## src/rtl/fir_tap_scheduler.sv

```systemverilog
// Tap delay-line sequencer: one shift strobe per accepted sample, then an SC_LEN-cycle frozen window once the line is full.
// Optional frame statistics counter enabled by defining FIR_SCHED_STATS_EN.
module fir_tap_scheduler #(
  parameter int unsigned W      = 8,
  parameter int unsigned TAPS   = 39,
  parameter int unsigned STRIDE = 1,
  parameter int unsigned SC_LEN = 256,
  localparam int unsigned FILL_MAX = (TAPS - 1) * STRIDE + 1,
  localparam int unsigned FILL_W   = $clog2(FILL_MAX + 1),
  localparam int unsigned IDX_W    = $clog2(SC_LEN)
) (
  input  logic              clock,
  input  logic              reset,
  input  logic              flush,
  input  logic [W-1:0]      in_data,
  input  logic              in_valid,
  output logic              in_ready,
  output logic              shift_en,
  output logic [W-1:0]      shift_data,
  output logic [FILL_W-1:0] fill,
  output logic              sc_run,
  output logic [IDX_W-1:0]  sc_idx,
  output logic              frame_done,
  output logic [15:0]       frame_cnt
);

  typedef enum logic [1:0] {IDLE, SHIFT, RUN, DONE} state_t;

  localparam logic [FILL_W-1:0] FILL_TOP = FILL_W'(FILL_MAX);
  localparam logic [IDX_W-1:0]  IDX_LAST = IDX_W'(SC_LEN - 1);

  state_t            state;
  logic [FILL_W-1:0] fill_inc;
  logic              idx_last;
  logic              window_end;

  // Saturating fill increment; reaching the top means every tap holds a real sample.
  always_comb begin
    fill_inc = fill + FILL_W'(1);
    if (fill >= FILL_TOP) fill_inc = FILL_TOP;
  end

  assign idx_last   = (sc_idx == IDX_LAST);
  assign window_end = (state == RUN) && idx_last && !flush;

  always_ff @(posedge clock or posedge reset) begin
    if (reset) begin
      state      <= IDLE;
      in_ready   <= 1'b1;
      shift_en   <= 1'b0;
      shift_data <= '0;
      fill       <= '0;
      sc_run     <= 1'b0;
      sc_idx     <= '0;
      frame_done <= 1'b0;
    end else if (flush) begin
      // Flush drops any same-cycle handshake and aborts an open window silently.
      state      <= IDLE;
      in_ready   <= 1'b1;
      shift_en   <= 1'b0;
      fill       <= '0;
      sc_run     <= 1'b0;
      sc_idx     <= '0;
      frame_done <= 1'b0;
    end else begin
      case (state)
        IDLE: begin
          if (in_valid && in_ready) begin
            shift_data <= in_data;
            shift_en   <= 1'b1;
            in_ready   <= 1'b0;
            state      <= SHIFT;
          end
        end
        SHIFT: begin
          shift_en <= 1'b0;
          fill     <= fill_inc;
          if (fill_inc == FILL_TOP) begin
            sc_run <= 1'b1;
            sc_idx <= '0;
            state  <= RUN;
          end else begin
            in_ready <= 1'b1;
            state    <= IDLE;
          end
        end
        RUN: begin
          if (idx_last) begin
            sc_run     <= 1'b0;
            sc_idx     <= '0;
            frame_done <= 1'b1;
            state      <= DONE;
          end else begin
            sc_idx <= sc_idx + IDX_W'(1);
          end
        end
        DONE: begin
          frame_done <= 1'b0;
          in_ready   <= 1'b1;
          state      <= IDLE;
        end
        default: begin
          shift_en   <= 1'b0;
          sc_run     <= 1'b0;
          frame_done <= 1'b0;
          in_ready   <= 1'b1;
          state      <= IDLE;
        end
      endcase
    end
  end

`ifdef FIR_SCHED_STATS_EN
  // Completed-frame counter; survives flush, cleared only by reset.
  always_ff @(posedge clock or posedge reset) begin
    if (reset) begin
      frame_cnt <= '0;
    end else if (window_end) begin
      frame_cnt <= frame_cnt + 16'd1;
    end
  end
`else
  assign frame_cnt = '0;
`endif

endmodule

```

## config.mk

```make
export PLATFORM = sky130hd
export DESIGN_NAME = fir_tap_scheduler
export DESIGN_NICKNAME = d
export VERILOG_FILES = /design/src/rtl/fir_tap_scheduler.sv
export SDC_FILE = /design/constraint.sdc
export NUM_CORES = 1
export LEC_CHECK = 0
export CAP_MARGIN = 20
export CORE_ASPECT_RATIO = 1.5
export CORE_MARGIN = 4
export CORE_UTILIZATION = 46
export DETAILED_ROUTE_END_ITERATION = 6
export GPL_TIMING_DRIVEN = 0
export PLACE_DENSITY = 0.82
export SETUP_SLACK_MARGIN = 0.02
export SYNTH_ARGS = -nofsm -noshare
export SYNTH_HDL_FRONTEND = slang
export SYNTH_SLANG_ARGS = --single-unit
```

## constraint.sdc

```tcl
create_clock -name clock -period 2.7 [get_ports clock]
set_input_delay 0.27 -clock clock [delete_from_list [all_inputs] [get_ports clock]]
set_output_delay 0.27 -clock clock [all_outputs]
set_load 0.1 [all_outputs]
```

# ---- After elaboration in Yosys (flattened, before gate mapping)
# Cells that the tools add are included.
dict set report word_totals {
  regBits 28
  latch_bits 0
  ramBits 0
  rom_bits 0
  mem_count 0
}
dict set report classes {
  n_addsub 2
  mul 0
  n_div 0
  magnitude_cmp 1
  n_eq_ne 9
  shifts 0
  muxes 26
  n_bitwise 1
  n_reduce_logical 14
}
# cell count
set ops {}
lappend ops {{two-way mux 8 bit} 3}
lappend ops {{two-way mux 6 bit} 3}
lappend ops {{case mux 8 bit (2 select lines)} 1}
lappend ops {{!= test 3 bit, second input constant} 4}
lappend ops {{two-way mux 1 bit} 10}
lappend ops {{AND reduction 3 bit} 3}
lappend ops {{nonzero test 3 bit} 3}
lappend ops {{adder 8 x 1 -> 8 bit, second input constant} 1}
lappend ops {{== test 8 bit, second input constant} 1}
lappend ops {{two-way mux 2 bit} 4}
lappend ops {{case mux 2 bit (4 select lines)} 1}
lappend ops {{AND reduction 2 bit} 4}
lappend ops {{adder 6 x 1 -> 6 bit, second input constant} 1}
lappend ops {{== test 6 bit, second input constant} 1}
lappend ops {{greater-or-equal comparator 6 bit, second input constant} 1}
lappend ops {{case mux 1 bit (2 select lines)} 3}
lappend ops {{== test 2 bit, second input constant} 2}
lappend ops {{nonzero test 4 bit} 1}
lappend ops {{case mux 1 bit (3 select lines)} 1}
lappend ops {{== test 2 x 1 -> 1 bit, second input constant} 1}
lappend ops {{logical NOT 2 bit} 1}
lappend ops {{nonzero test 2 bit} 1}
lappend ops {{logical AND 1 bit} 1}
lappend ops {{NOT 1 bit} 1}

# ---- Longest topological paths before layout
# Gate-level depths: netlist of run 1.
dict set report depth {
  depth_word 6
  depth_mapped 7
}

# ---- Worst setup path after synthesis of run 1
# OpenSTA, ideal clock, no wires.
dict set report synth_timing {
  path_kind {flip-flop to flip-flop}
  from {reg fill[0]}
  to {reg sc_idx[3]}
  setup_time_ns 0.124
  arrival_ns 2.448
  setup_slack_ns 0.128
  stages_incl_launch_ff 7
  cell_sequence {dfrtp_1 -> ha_1 -> xnor2_1 -> or4_4 -> o2bb2ai_4 -> and2_4 -> a211o_1}
}
dict set report synth_between {
  elab_chain_len 5
  word_cells_on_any_way 6
}
# item line
set synth_lines {}
lappend synth_lines {{start: declaration} 20} ;# output logic [FILL_W-1:0] fill,
lappend synth_lines {{start signal: assignment} 77} ;# fill <= fill_inc;
lappend synth_lines {{adder 6 x 1 -> 6 bit or greater-or-equal comparator 6 bit (tied branches)} {39, 40}}
lappend synth_lines {{two-way mux 6 bit (*)} 40} ;# if (fill >= FILL_TOP) fill_inc = FILL_TOP;
lappend synth_lines {{== test 6 bit (*)} 78} ;# if (fill_inc == FILL_TOP) begin
lappend synth_lines {{!= test 3 bit (no source line) (*)} -}
lappend synth_lines {{AND reduction 2 bit (no source line) (*)} -}
lappend synth_lines {{end signal: assignment} 94} ;# sc_idx <= sc_idx + IDX_W'(1);
lappend synth_lines {{end: declaration} 22} ;# output logic [IDX_W-1:0] sc_idx,
# Every way passes the cells marked *; elsewhere a longest branch is shown, timed or not.
# A chain may end at the register's enable or synchronous reset.

# ---- Worst setup path in the final report of run 1
dict set report layout_timing {
  from {reg in_ready}
  to {out in_ready}
}
# item line
set layout_lines {}
lappend layout_lines {{start: declaration} 17} ;# output logic in_ready,
lappend layout_lines {{start signal: assignment} 49} ;# in_ready <= 1'b1;
lappend layout_lines {{start signal: assignment} 59} ;# in_ready <= 1'b1;
lappend layout_lines {{start signal: assignment} 71} ;# in_ready <= 1'b0;
# No word-level cell between the ends.

==> results of run 1 <==
synthesized netlist by cell type (all sizes together), types with 2 or more instances:
cell / instances / area [µm²]
nor2: 18 / 67.6
inv: 9 / 33.8
a31oi: 4 / 25.0
o21ai: 4 / 20.0
mux2: 9 / 101
and3: 3 / 18.8
nand3: 9 / 45.0
o2bb2ai: 2 / 36.3
or2: 2 / 12.5
a211oi: 2 / 15.0
xnor2: 2 / 17.5
mux2i: 3 / 30.0
and2: 2 / 15.0
a21oi: 6 / 30.0
clkbuf: 4 / 15.0
buf: 17 / 128
a211o: 2 / 17.5
a22o: 3 / 26.3
dfrtp: 27 / 676
nand2: 15 / 56.3
nor3: 3 / 15.0
ha: 7 / 87.6
o31ai: 2 / 28.8
metal layers:
metal	track usage [%]	routed length (µm)
met5	0	0
met4	4.64	43
met3	3.14	188
met2	31.4	2080
met1	20.7	1560
metrics by stage:
step                power (mW)  std cells
finish                    2.17        271
global route              2.26        271
CTS                       2.17        270
detailed placement        1.83        266
global placement          1.81        266
floorplan                 1.57        187
final timing paths:
| kind | from | endpoint | slack, ns | depth (start not counted) |
|---|---|---|---|---|
| max | in_ready | in_ready | 0.43 | 1 |
| max in group asynchronous | reset | in_ready | 2.02 | 3 |
| max reg2reg | fill[0] | in_ready | 0.49 | 6 |
| min in group clock | shift_data[4] | shift_data[4] | 0.51 | 1 |
| min | reset | shift_data[0] | 0.20 | 2 |
| min reg2reg | shift_data[4] | shift_data[4] | 0.51 | 1 |
power by group through the flow:
stage / logic [mW] / clock network, mW / registers (mW)
final: 1.24 / 0.336 / 0.587
after global routing: 1.30 / 0.360 / 0.601
after CTS: 1.24 / 0.342 / 0.587
after detailed placement: 1.24 / 0 / 0.596
after global placement: 1.22 / 0 / 0.588
after floorplan: 0.366 / 0 / 1.20
worst reg2reg max path, cell delays in order (launching register included):
cell                       delay, ns
sky130_fd_sc_hd__dfrtp_1        0.48
sky130_fd_sc_hd__ha_1           0.28
sky130_fd_sc_hd__o21a_1         0.23
sky130_fd_sc_hd__o31ai_4        0.36
sky130_fd_sc_hd__o2bb2a_1       0.33
sky130_fd_sc_hd__a221o_1        0.30
sky130_fd_sc_hd__mux2i_1        0.16
state kept, by name, summed over array words and instances, names as in the netlist:
name and count:
fill 6, frame_done 1, in_ready 1, sc_idx 8
sc_run 1, shift_data 8, shift_en 1, state 2
final cells by class:
cell class | instances | area (µm²) | area share, %
multi-input combinational | 129 | 861 | 38.1
sequential | 28 | 702 | 31.0
timing repair buffer | 38 | 398 | 17.6
tap | 42 | 52.6 | 2.32
clock inverter | 1 | 30.0 | 1.33
clock buffer | 3 | 41.3 | 1.83
inverter | 9 | 33.8 | 1.49
buffer | 21 | 143 | 6.31
cell families after synthesis:
| family | after synthesis | share of synthesized area, % |
|---|---|---|
| DFF | 28 | 41.7 |
| xor gates and xnor gates | 2 | 1.04 |
| adders and majority gates | 7 | 5.20 |
| buffers and inverters | 30 | 10.5 |
| muxes | 12 | 7.81 |
| and+or+nand+nor | 57 | 15.9 |
| AOI/OAI and AO/OA | 35 | 17.6 |
| other | 1 | 0.223 |
==> impl_summary.log, run 1 <==
[metrics] Post-DP Area: around 2200 µm²
[metrics] vias in the first global route: ~1,400
[metrics] crit path kind: flop to primary output
[metrics] worst path buffer plus inverter count: 1
[metrics] cell with the largest stage delay on the worst path: sky130_fd_sc_hd__clkdlybuf4s50_1
[metrics] overall die area: 4710 µm²
[metrics] Main synth FF type: sky130_fd_sc_hd__dfrtp_1
[metrics] post-CTS setup buffers: 0
[metrics] worst-case setup margin in the final layout: around 0.43 ns
[metrics] number of register bits inferred by synthesis: 28
[metrics] list of cells traversed by the critical path: clkdlybuf4s50_1
[metrics] Pint: approximately 1.0 mW
[metrics] outcome: finished, final reports clean
[metrics] cts bufs inserted: 3
[metrics] # DRC: 0
[metrics] Worst Tran Pin Value: a little under 1 ns
[metrics] Worst Path Required: between 2 and 2.5 ns
[metrics] Maximum Capacitance Violations: 0
[metrics] number of antenna violations at the first check in global routing: 0
[metrics] count of antenna-violating nets left after detailed routing: 0
[metrics] most common library cell in the layout ignoring fill and taps: sky130_fd_sc_hd__clkdlybuf4s50_1
[metrics] Row Count: 26
[metrics] critical path data arrival time: about 2.0 ns
[metrics] nature of the critical path startpoint: flop
[metrics] iteration count of the initial detailed-routing pass: 4
[metrics] setup repair after global routing missed its margin: false
[metrics] endpoints failing setup: 0
[metrics] number of synthesized flops with an enable pin: 0
[metrics] total routing usage reported by global routing: ~17%
[metrics] clock latency of the later-clocked register in the worst-skew pair: around 0.28 ns
[metrics] Worst slew margin: ~34%
[metrics] fraction of the yosys area taken by sequential cells: a little over two fifths
[metrics] leakage power summed over all cells: a little over 1 nW
[metrics] global-route wire length before repair: between 6000 and 7000 µm
[metrics] Pins Over Slew Limit: 0
[metrics] number of port buffers: 37
[metrics] Total Negative Setup Slacks: 0 ns
[metrics] synthesized instance count: ~170
[metrics] quantity of hold-fixing buffers added after cts: 0
[metrics] share of the clock period used by the worst path after layout: between 80 and 90%
[metrics] final global-route overflow total: 0
[metrics] Max Fclk: about 0.44 GHz
[metrics] setup skew after layout: ~0.0047 ns
[metrics] antenna diode count: 0
[metrics] clock tree from TritonCTS: built
[metrics] pwr dens: around 960 nW/µm²
[metrics] Util after Layout: between 60 and 70%
[metrics] classification of the worst-slack hold path: input pin to asynchronous set/reset pin
[metrics] Std-Cell Core Area: about 3500 µm²
[metrics] number of vias after detailed routing: around 1,400
[metrics] critical path peak fanout: 4
[metrics] Switching Power: around 1.1 mW
[metrics] total half-perimeter wirelength after legalization and detailed placement: 2870 µm
[metrics] average size of a mapped cell: between 9 and 10 µm²
[metrics] Cell variety after synth: 46
[metrics] register clock-pin slew on the reported worst setup and hold paths: roughly 0.1 ns
[metrics] most used cells in the layout excluding fill and tap cells: 37 x sky130_fd_sc_hd__clkdlybuf4s50_1, 27 x sky130_fd_sc_hd__dfrtp_1, 18 x sky130_fd_sc_hd__nor2_1
[metrics] minimum period implied by the final worst setup slack: approximately 2.3 ns
[metrics] pin count of the biggest net entering global routing: 29
[metrics] ratio of cells with drive above 1 in the final layout: 17.0%
[metrics] post-cts gate resize count: 0
[metrics] maximum resistive drop on vdd: 982 µV
[metrics] family of cells with the greatest summed delay on the critical path: buffers and inverters
[metrics] floorplan die height: just over 80 µm
[metrics] Max H-tree Level: 1
[metrics] Final Hold Vio Count: 0
[metrics] share of total power consumed by net switching: between 50% and 60%
[metrics] final weighted congestion in routability-driven placement: about 0.82
[metrics] Filler Cells Inserted: ~280
[metrics] proportion of register bits with asynchronous set or reset after synthesis: 100%
[metrics] CTS Buffer Depth: 2
[metrics] overall die width: 57.4 µm
[metrics] post-detailed-routing wire length: 3880 µm
[metrics] post-route standard cell area excluding fillers: ~2300 µm²
[metrics] I/O pin total: between 50 and 60
[metrics] initial cell density of the core: 48.3%
[metrics] Yosys Warn Count: 0
[metrics] Layout area overhead: 34.3%
[metrics] number of violations reported at the end of detailed-routing iteration 0: 47
[metrics] number of nets at the end of the flow: 249
[metrics] synthesized cell area: around 1700 µm²
[metrics] worst setup slack before clock tree synthesis: 0.549 ns
[metrics] worst slack on hold paths: 0.204 ns
[metrics] critical path capture point type: primary output
[metrics] sequential share of power: roughly 27%
[metrics] clock group share of total power: roughly 16%
[metrics] per-cell via count in the routed design: about 5.3
[metrics] clk sinks: 28
[metrics] Critical Path Max Stage Delay: ~1.1 ns
[metrics] mean routed wirelength per cell: between 10 and 15 µm
[metrics] cell chosen for the clock root: sky130_fd_sc_hd__clkbuf_8
[metrics] Comb pwr share: 57.4%
No activity file was read; power rests on OpenSTA's default activity.
==> inputs of run 2 (changes only) <==
clock period = 2.3 ns   (was 2.7 ns; I/O delays follow)
==> impl_summary.log, run 2 (synthesis gave the netlist of run 1 again) <==
[metrics] number of cells in the design after placement: 267 (was 266)
[metrics] iteration count of the initial detailed-routing pass: 4 (unchanged)
[metrics] # DRC: 0 (unchanged)
[metrics] setup repair after global routing missed its margin: false (unchanged)
[metrics] Layout area overhead: 35.2% (was 34.3%)
[metrics] ratio of cells with drive above 1 in the final layout: 21.0% (was 17.0%)
[metrics] nature of the critical path startpoint: flop (unchanged)
[metrics] outcome: finished, final reports clean (unchanged)
[metrics] CTS Buffer Depth: 2 (unchanged)
[metrics] initial cell density of the core: 48.3% (unchanged)
[metrics] final weighted congestion in routability-driven placement: 0.830 (was 0.825)
[metrics] count of antenna-violating nets left after detailed routing: 0 (unchanged)
[metrics] clk sinks: 28 (unchanged)
[metrics] number of antenna violations at the first check in global routing: 0 (unchanged)
[metrics] crit path kind: flop to primary output (unchanged)
[metrics] register clock-pin slew on the reported worst setup and hold paths: 0.10 ns (about the same)
[metrics] Final Hold Vio Count: 0 (unchanged)
[metrics] overall die width: 57.4 µm (unchanged)
[metrics] Worst R2R Start: fill[0] (unchanged)
[metrics] critical path peak fanout: 7 (was 4)
[metrics] cell chosen for the clock root: sky130_fd_sc_hd__clkbuf_8 (unchanged)
[metrics] vias in the first global route: 1,411 (was 1,437)
[metrics] endpoints failing setup: 0 (unchanged)
[metrics] Total Negative Setup Slacks: 0 ns (unchanged)
[metrics] final global-route overflow total: 0 (unchanged)
[metrics] mean routed wirelength per cell: 14.2 µm (was 14.3 µm)
[metrics] number of nets at the end of the flow: 249 (unchanged)
[metrics] Worst Path Required: 2.07 ns (was 2.43 ns)
[metrics] Critical Path Max Stage Delay: 1.19 ns (was 1.14 ns)
[metrics] Worst Tran Pin Value: 0.988 ns (was 0.980 ns)
[metrics] Final Instance Count excl. Fillers: 271 (unchanged)
[metrics] post-detailed-routing wire length: 3850 µm (was 3880 µm)
[metrics] quantity of hold-fixing buffers added after cts: 0 (unchanged)
[metrics] total half-perimeter wirelength after legalization and detailed placement: 3010 µm (was 2870 µm)
[metrics] overall die area: 4710 µm² (unchanged)
[metrics] most common library cell in the layout ignoring fill and taps: sky130_fd_sc_hd__clkdlybuf4s50_1 (unchanged)
[metrics] family of cells with the greatest summed delay on the critical path: buffers and inverters (unchanged)
[metrics] total routing usage reported by global routing: 16.9% (was 17.3%)
[metrics] pwr dens: 1120 nW/µm² (was 958 nW/µm²)
[metrics] Pins Over Slew Limit: 0 (unchanged)
[metrics] Maximum Capacitance Violations: 0 (unchanged)
[metrics] worst path buffer plus inverter count: 1 (unchanged)
[metrics] Setup crit start: fill[3] (was in_ready)
[metrics] floorplan die height: 82.1 µm (unchanged)
[metrics] number of port buffers: 37 (unchanged)
[metrics] number of violations reported at the end of detailed-routing iteration 0: 41 (was 47)
[metrics] critical path data arrival time: 2.00 ns (about the same)
[metrics] pin count of the biggest net entering global routing: 21 (was 29)
[metrics] setup skew after layout: 0.00272 ns (was 0.00466 ns)
[metrics] per-cell via count in the routed design: 5.22 (was 5.25)
[metrics] clock tree from TritonCTS: built (unchanged)
[metrics] Worst slew margin: 33.9% (was 34.5%)
[metrics] leakage power summed over all cells: 1.02 nW (was 1.04 nW)
[metrics] minimum period implied by the final worst setup slack: about 2.2 ns
[metrics] Std-Cell Core Area: 3480 µm² (unchanged)
[metrics] maximum resistive drop on vdd: 1310 µV (was 982 µV)
[metrics] clock latency of the later-clocked register in the worst-skew pair: 0.28 ns (about the same)
[metrics] critical path capture point type: primary output (unchanged)
[metrics] share of the clock period used by the worst path after layout: 97.0%
[metrics] I/O pin total: 54 (unchanged)
[metrics] cell with the largest stage delay on the worst path: sky130_fd_sc_hd__clkdlybuf4s50_1 (unchanged)
[metrics] number of vias after detailed routing: 1,415 (was 1,424)
[metrics] antenna diode count: 0 (unchanged)
[metrics] Row Count: 26 (unchanged)
[metrics] Tot Pwr: 2.54 mW (was 2.17 mW)
[metrics] most used cells in the layout excluding fill and tap cells: 37 x sky130_fd_sc_hd__clkdlybuf4s50_1, 19 x sky130_fd_sc_hd__dfrtp_1, 18 x sky130_fd_sc_hd__nor2_1 (was 37 x sky130_fd_sc_hd__clkdlybuf4s50_1, 27 x sky130_fd_sc_hd__dfrtp_1, 18 x sky130_fd_sc_hd__nor2_1)
[metrics] largest registers: sc_idx x8, shift_data x8, fill x6 (unchanged)
[metrics] classification of the worst-slack hold path: input pin to asynchronous set/reset pin (unchanged)
[metrics] cts bufs inserted: 3 (unchanged)
[metrics] global-route wire length before repair: 6250 µm (was 6530 µm)
[metrics] list of cells traversed by the critical path: clkdlybuf4s50_1 (unchanged)
[metrics] Max H-tree Level: 1 (unchanged)
[metrics] Max Fclk: approximately 0.45 GHz
run 2: area by class of cell:
cell class | count | area, µm²
fill | 287 | 1210
timing repair buffer | 38 | 398
clock inverter | 1 | 30.0
tap | 42 | 52.6
clock buffer | 3 | 41.3
buffer | 21 | 143
inverter | 9 | 33.8
sequential | 28 | 712
multi-input combinational | 129 | 865
run 2: worst paths after layout:
path                                      end  slack (ns)  depth (start not counted)
worst max-delay path                  fill[3]        0.07                          1
worst min-delay path            shift_data[4]        0.23                          2
worst max register to register       in_ready        0.15                          6
worst min register to register  shift_data[4]        0.51                          1
max in group asynchronous            in_ready        1.54                          3
min in group clock              shift_data[4]        0.51                          1
run 2: metal layers:
layer  part of all wire [%]  wire length (µm)  global-route usage [%]  vias to the layer above
met4                    1.0                39                    6.96                        0
met5                      0                 0                       0                        -
li1                       -                 -                       -                      690
met1                     39              1510                    19.9                      684
met2                     55              2110                    29.0                       37
met3                    4.9               187                    4.40                        4
run 2: what timing repair did:
| action | CTS | global route |
|---|---|---|
| resized for setup | 0 | 1 |
| setup buffers | 0 | 0 |
| setup endpoints to repair | 0 | 1 |
run 2: report_power, final:
part / switching (mW) / internal, mW / total (mW) / leakage [nW]
registers: 0.0828 / 0.607 / 0.690 / 0.354
logic: 1.09 / 0.363 / 1.45 / 0.634
clock network: 0.160 / 0.233 / 0.393 / 0.0357
total: 1.33 / 1.20 / 2.54 / 1.02
run 2: stage by stage:
stage / worst slack [ns] / hold slack (ns) / instance area, µm² / utilization (%)
CTS: 0.0721 / 0.237 / 2270 / 65.2
global route: 0.0204 / 0.247 / 2270 / 65.3
floorplan: 0.0461 / 0.294 / 1750 / -
finish: 0.0698 / 0.233 / 2270 / 65.3
detailed placement: 0.164 / 0.493 / 2200 / 63.2
global placement: 0.199 / 0.486 / 2170 / 62.4
